`config.mk`:
```
export PLATFORM = sky130hd
export DESIGN_NAME = hdmi_packet_assembler
export DESIGN_NICKNAME = d
export VERILOG_FILES = /design/src/rtl/hdmi_pkg.sv /design/src/rtl/hdmi_bch_ecc_step.sv /design/src/rtl/hdmi_packet_assembler.sv
export SDC_FILE = /design/constraint.sdc
export NUM_CORES = 1
export LEC_CHECK = 0
export ABC_AREA = 1
export BUFFER_PORTS_ARGS = -buffer_cell sky130_fd_sc_hd__buf_2
export CORE_ASPECT_RATIO = 2
export CORE_MARGIN = 2
export CORE_UTILIZATION = 50
export CTS_BUF_LIST = sky130_fd_sc_hd__clkbuf_2 sky130_fd_sc_hd__clkbuf_4 sky130_fd_sc_hd__clkbuf_8
export DETAILED_ROUTE_END_ITERATION = 8
export PLACE_DENSITY = 0.8
export SETUP_SLACK_MARGIN = 0.3
export SYNTH_ARGS = -nofsm -noshare
export SYNTH_HDL_FRONTEND = slang
export SYNTH_SLANG_ARGS = --single-unit
export TNS_END_PERCENT = 30
```
`constraint.sdc`:
```
create_clock -name clk_pixel -period 3.7 [get_ports clk_pixel]
set_clock_uncertainty 0.15 [all_clocks]
set_input_delay 0.37 -clock clk_pixel [delete_from_list [all_inputs] [get_ports clk_pixel]]
set_output_delay 0.37 -clock clk_pixel [all_outputs]
set_load 0.05 [all_outputs]
```
`src/rtl/hdmi_pkg.sv`:
```
// Shared constants and types for the HDMI data island packet assembler.
// BCH polynomial, packet geometry and the subpacket type.
package hdmi_pkg;

    localparam logic [7:0] ECC_POLY = 8'h83;
    localparam int PACKET_CLOCKS = 32;
    localparam int HEADER_BITS = 24;
    localparam int SUB_BITS = 56;

    typedef logic [55:0] subpacket_t;

endpackage

```
`src/rtl/hdmi_bch_ecc_step.sv`:
```
// Combinational BCH parity step, LSB-first, BITS_PER_STEP bits per clock.
// parity_i: current parity; bits_i: bits in send order (bit 0 first); parity_o: next parity.
module hdmi_bch_ecc_step
    import hdmi_pkg::*;
#(
    parameter int BITS_PER_STEP = 1
) (
    input  logic [7:0]               parity_i,
    input  logic [BITS_PER_STEP-1:0] bits_i,
    output logic [7:0]               parity_o
);

    always_comb begin
        parity_o = parity_i;
        for (int i = 0; i < BITS_PER_STEP; i++) begin
            parity_o = (parity_o >> 1)
                     ^ ({8{bits_i[i] ^ parity_o[0]}} & ECC_POLY);
        end
    end

endmodule

```
`src/rtl/hdmi_packet_assembler.sv`:
```
// Latches one header + four subpackets per 32-clock slot, appends BCH parity
// and serialises to 9 data island bits per clock.
// Ports: clk_pixel, reset_n (async low), data_island_period, header[23:0],
//   sub[4][56] in; packet_start (comb pulse), packet_data[8:0], counter[4:0] out.
module hdmi_packet_assembler
    import hdmi_pkg::*;
(
    input  logic                   clk_pixel,
    input  logic                   reset_n,
    input  logic                   data_island_period,
    input  logic [HEADER_BITS-1:0] header,
    input  subpacket_t [3:0]       sub,
    output logic                   packet_start,
    output logic [8:0]             packet_data,
    output logic [4:0]             counter
);

    localparam logic [4:0] LAST_CLK = 5'(PACKET_CLOCKS - 1);
    localparam logic [4:0] HDR_CLKS = 5'(HEADER_BITS);
    localparam logic [4:0] SUB_CLKS = 5'(SUB_BITS / 2);

    logic [4:0]             cnt_q, cnt_d;
    logic [HEADER_BITS-1:0] hdr_q, hdr_d, hdr_cur;
    subpacket_t [3:0]       sub_q, sub_d, sub_cur;
    logic [7:0]             hdr_ecc_q, hdr_ecc_d, hdr_ecc_nx;
    logic [3:0][7:0]        sub_ecc_q, sub_ecc_d, sub_ecc_nx;
    logic [8:0]             pdata_q, pdata_d;
    logic [4:0]             cnt_out_q, cnt_out_d;
    logic                   start;
    logic                   hdr_bit;
    logic [3:0]             lo_bits, hi_bits;

    // Start cycle bypasses the latch so bit 0 uses the live inputs.
    always_comb begin
        start   = data_island_period && (cnt_q == 5'd0);
        hdr_cur = start ? header : hdr_q;
        sub_cur = start ? sub : sub_q;
    end

    always_comb begin
        hdr_bit = 1'b0;
        lo_bits = '0;
        hi_bits = '0;
        if (cnt_q < HDR_CLKS) begin
            hdr_bit = hdr_cur[cnt_q];
        end else begin
            hdr_bit = hdr_ecc_q[cnt_q[2:0]];
        end
        for (int k = 0; k < 4; k++) begin
            if (cnt_q < SUB_CLKS) begin
                lo_bits[k] = sub_cur[k][{cnt_q, 1'b0}];
                hi_bits[k] = sub_cur[k][{cnt_q, 1'b1}];
            end else begin
                lo_bits[k] = sub_ecc_q[k][{cnt_q[1:0], 1'b0}];
                hi_bits[k] = sub_ecc_q[k][{cnt_q[1:0], 1'b1}];
            end
        end
    end

    hdmi_bch_ecc_step #(
        .BITS_PER_STEP(1)
    ) u_hdr_ecc (
        .parity_i(hdr_ecc_q),
        .bits_i  (hdr_bit),
        .parity_o(hdr_ecc_nx)
    );

    for (genvar k = 0; k < 4; k++) begin : g_sub_ecc
        hdmi_bch_ecc_step #(
            .BITS_PER_STEP(2)
        ) u_sub_ecc (
            .parity_i(sub_ecc_q[k]),
            .bits_i  ({hi_bits[k], lo_bits[k]}),
            .parity_o(sub_ecc_nx[k])
        );
    end

    // Idle or wrap clears parity; an abandoned packet is simply dropped.
    always_comb begin
        cnt_d     = 5'd0;
        hdr_d     = hdr_q;
        sub_d     = sub_q;
        hdr_ecc_d = '0;
        sub_ecc_d = '0;
        pdata_d   = '0;
        cnt_out_d = '0;
        if (data_island_period) begin
            cnt_d     = (cnt_q == LAST_CLK) ? 5'd0 : cnt_q + 5'd1;
            pdata_d   = {hi_bits, lo_bits, hdr_bit};
            cnt_out_d = cnt_q;
            if (start) begin
                hdr_d = header;
                sub_d = sub;
            end
            if (cnt_q != LAST_CLK) begin
                hdr_ecc_d = (cnt_q < HDR_CLKS) ? hdr_ecc_nx : hdr_ecc_q;
                sub_ecc_d = (cnt_q < SUB_CLKS) ? sub_ecc_nx : sub_ecc_q;
            end
        end
    end

    always_ff @(posedge clk_pixel or negedge reset_n) begin
        if (!reset_n) begin
            cnt_q     <= '0;
            hdr_q     <= '0;
            sub_q     <= '0;
            hdr_ecc_q <= '0;
            sub_ecc_q <= '0;
            pdata_q   <= '0;
            cnt_out_q <= '0;
        end else begin
            cnt_q     <= cnt_d;
            hdr_q     <= hdr_d;
            sub_q     <= sub_d;
            hdr_ecc_q <= hdr_ecc_d;
            sub_ecc_q <= sub_ecc_d;
            pdata_q   <= pdata_d;
            cnt_out_q <= cnt_out_d;
        end
    end

    assign packet_start = start & reset_n;
    assign packet_data  = pdata_q;
    assign counter      = cnt_out_q;

endmodule

```
==> metrics.md <==
| Metric | Value |
|---|---|
| Status | finished, final reports clean |
| Worst endpoint required time | a little over 4 ns |
| Clock sink count | 307 |
| Root Buffer | clkbuf_8 |
| Clk pin slew, worst setup/hold paths | about 0.07 ns |
| Vias in the first global route | roughly 17000 |
| Met3 WL | 5860 um |
| Critical path's slowest cell | dfrtp_4 |
| Clock latency on the worst-skew pair | 0.62 ns |
| Core footprint | roughly 32000 um^2 |
| Final Non-Filler Cells | 3103 |
| Num rows | 93 |
| Post-synthesis cell type count | 36 |
| Initial antenna violation count | 6 |
| Iteration-0 DRC Markers | 2227 |
| Setup_tns | 0 ns |
| Final hold slack | 0.0177 ns |
| Floorplan die height | 258 um |
| Synth top cells by count | nand2_1 (689), nand3_1 (341), inv_1 (313), dfrtp_1 (307), o21ai_1 (76) |
| Area leader, netlist | dfrtp_1 |
| Register area share after synthesis | 47.6% |
| Pre-CTS WS | 0.412 ns |
| Dpl hpwl | 36100 um |
| Final period util | 91.9% |
| First-pass GRT wire length | 93900 um |
| Final #Nets | a little under 3000 |
| Synthesized flop and latch total | roughly 310 |
| Post-DRT Antenna Nets | 0 |
| Cell mode on critical path | nand2_1 |
| Initial Util | 50.4% |
| Syn avg cell area | 7.49 um^2 |
| Area added between synthesis and finish | 31.7% |
| Predominant post-synthesis flop cell | dfrtp_1 |
| RSZ-0062 raised after global routing | yes |
| CP Buf/Inv Count | 3 |
| Fin. Hold Viols | 0 |
| Cells after synthesis | ~2200 |
| DP Cell Count | 2763 |
| Leakage power | approximately 0.011 uW |
| Vias per Instance | approximately 5.7 |
| DR WL/cell | 21.0 um |
| Crit start category | flop |
| Slew Viols, Final | 0 |
| Largest fanout on the critical path | 18 |
| Depth of the CTS H-tree | 2 |
| Fillcell total | around 2400 |
| Total grt overflow | 0 |
| Pin count of the biggest net entering global routing | 133 |
| Share of the synthesized area in the top cell type | 47.6% |
| Mapped Area | about 16000 um^2 |
| Critical path cell sequence | clkinv_2 > ha_1 > nand2_1 > nor2_4 > buf_12 > buf_12 > nand3b_1 > nand3_1 > nand3_1 > nand3_1 > nand2_1 > nor2_1 > nand2_1 > nand2_1 > nand2_1 > nand2_1 > nand2_1 > nand2_1 > nand2_1 > nand2_1 > nand2_1 > nand3_1 > nand2_1 |
| Post-layout min period | around 3.4 ns |
| Top Ports | ~270 |
| Total Wirelength | around 65000 um |
| Critical path arrival | 3.74 ns |
| Remaining DRCs | 0 |
| Rel. slew slack | 31.9% |
| Area of the die | 33800 um^2 |
| Slew @ Worst Pin | 1.02 ns |
| Pre-antenna DRT Iters | 8 |
| GPL Wtd Cong | 0.909 |
| Top post-synthesis cells by area | dfrtp_1 (48%), nand2_1 (16%), nand3_1 (11%) |
| Final setup viols | 0 |
| DR top layer | met4 |
| Crit. End Element | flop |
| Share of layout cells above drive strength 1 | between 10% and 20% |
| CTS tree | yes |
| Metal2 WL | around 31000 um |
| PnR worst setup slack | 0.300 ns |
| Number of flops mapped to enable cells by yosys | 0 |
| Maximum VDD drop | 0.000283 V |
| Num CTS Buffers | between 40 and 50 |
| Total GRT Usage | 36.9% |
| Synth warn | 0 |
| Wire length on met1 | around 22000 um |
| Syn nets | 2408 |
| Vias | 17700 |
| Crit path kind | flop to flop |
| Power density over the cells | 488 nW/um^2 |
| Crit path max-delay family | simple AND/OR/NAND/NOR gates |
| FFs w/ async S/R, synth | 100% |
| Worst hold-check path type | input port to flop |
| Top-count cell post-synth | nand2_1 |
| CTS max path bufs | 3 |
| Port bufs | 265 |
| Critical path's largest stage delay | 0.48 ns |
| Max cap viols | 0 |
| Fmax | 0.294 GHz |
| DIE WIDTH | 131 um |
metrics by stage:
stage | utilization [%] | total power (uW) | area, um^2
after CTS | 65.3 | 10100 | 20900
after global placement | 55.2 | 6980 | 17700
after detailed placement | 55.2 | 7090 | 17700
after global routing | 66.4 | 10900 | 21200
after floorplan | - | 6270 | 16100
final | 66.4 | 10400 | 21200
worst paths after layout:
kind,end,slack (ns),startpoint,cells after the start
max in group asynchronous,sub_q[177],2.01,reset_n,3
setup / recovery,sub_ecc_q[1],0.30,cnt_q[0],23
setup reg to reg,sub_ecc_q[1],0.30,cnt_q[0],23
hold / removal,sub_q[90],0.02,sub[90],3
min in group asynchronous,hdr_q[4],0.20,reset_n,2
hold reg to reg,sub_q[35],0.32,sub_q[35],2
tightest hold or removal path: cells and delay by family:
kind | cells | cell delay, ns
buffers and inverters | 1 | 0.07
and+or+nand+nor | 2 | 0.26
power breakdown:
| part | leakage, uW | total, uW | internal, uW | switching, uW |
|---|---|---|---|---|
| clock | 0.000470 | 2830 | 1460 | 1370 |
| sequential | 0.00364 | 4340 | 4060 | 282 |
| combinational | 0.00737 | 3200 | 1170 | 2030 |
| total | 0.0115 | 10400 | 6690 | 3680 |
registers in the layout (all words and copies together) (netlist names):
signal	cells
sub_ecc_q	32
sub_q	224
hdr_q	24
packet_data	9
counter	5
cnt_q	5
hdr_ecc_q	8
final cells by class:
cell class | count | area, um^2 | share of cell area [%]
tap | 427 | 534 | 2.52
timing repair buffer | 567 | 4410 | 20.8
multi-input combinational | 1404 | 6520 | 30.7
inverter | 319 | 1200 | 5.66
clock inverter | 7 | 66.3 | 0.312
antenna | 5 | 12.5 | 0.0589
sequential | 307 | 7690 | 36.2
clock buffer | 67 | 810 | 3.81
layer usage:
| layer | up-vias | track usage (%) |
|---|---|---|
| met3 | 439 | 6.90 |
| met5 | - | 0 |
| met2 | 1329 | 60.4 |
| met4 | 0 | 27.7 |
| li1 | 7728 | - |
| met1 | 8167 | 42.0 |
layout by cell type, fill, tap and decap left out, types with 3 or more instances in the layout:
cell | Yosys | routed
nand2_4 | 1 | 3
o21ai_2 | 3 | 4
o21ai_0 | 46 | 42
clkbuf_16 | 0 | 3
and2_1 | 49 | 49
buf_2 | 49 | 264
inv_1 | 313 | 311
o211ai_1 | 7 | 7
dfrtp_1 | 307 | 306
o221ai_1 | 6 | 6
xnor3_1 | 3 | 3
clkinv_2 | 0 | 5
o22ai_1 | 19 | 19
nand3b_1 | 36 | 36
ha_1 | 3 | 3
o21ai_1 | 76 | 79
nand3_2 | 0 | 3
buf_6 | 29 | 5
a22oi_1 | 4 | 4
clkinv_1 | 3 | 3
buf_12 | 0 | 10
dlygate4sd3_1 | 0 | 235
nand4_1 | 5 | 5
buf_4 | 14 | 48
nand2_1 | 689 | 687
nand3_1 | 341 | 338
a21oi_1 | 32 | 32
diode_2 | 0 | 5
nand2_2 | 1 | 3
inv_2 | 3 | 3
nor2_1 | 67 | 66
clkbuf_8 | 0 | 49
clkbuf_4 | 0 | 18
kinds of logic (layout without fill, tap and decap cells):
group / count (synthesis) / count (layout) / synth area share, %
other cells: 0 / 5 / 0
flops: 307 / 307 / 47.6
mux: 1 / 1 / 0.0930
simple gates: 1192 / 1196 / 32.3
fa+ha+maj: 3 / 3 / 0.233
buf+inv: 447 / 960 / 12.5
xor+xnor: 3 / 3 / 0.419
compound gates: 201 / 201 / 6.92
what timing repair did:
item                                    4_1_cts  5_1_grt
hold buffers                                235        0
endpoints found under the setup margin        0       15
hold endpoints to repair                    315        0
gates resized for setup                       0       17
buffers inserted                              0       19
Note: power is estimated with default switching activity, not from simulation.
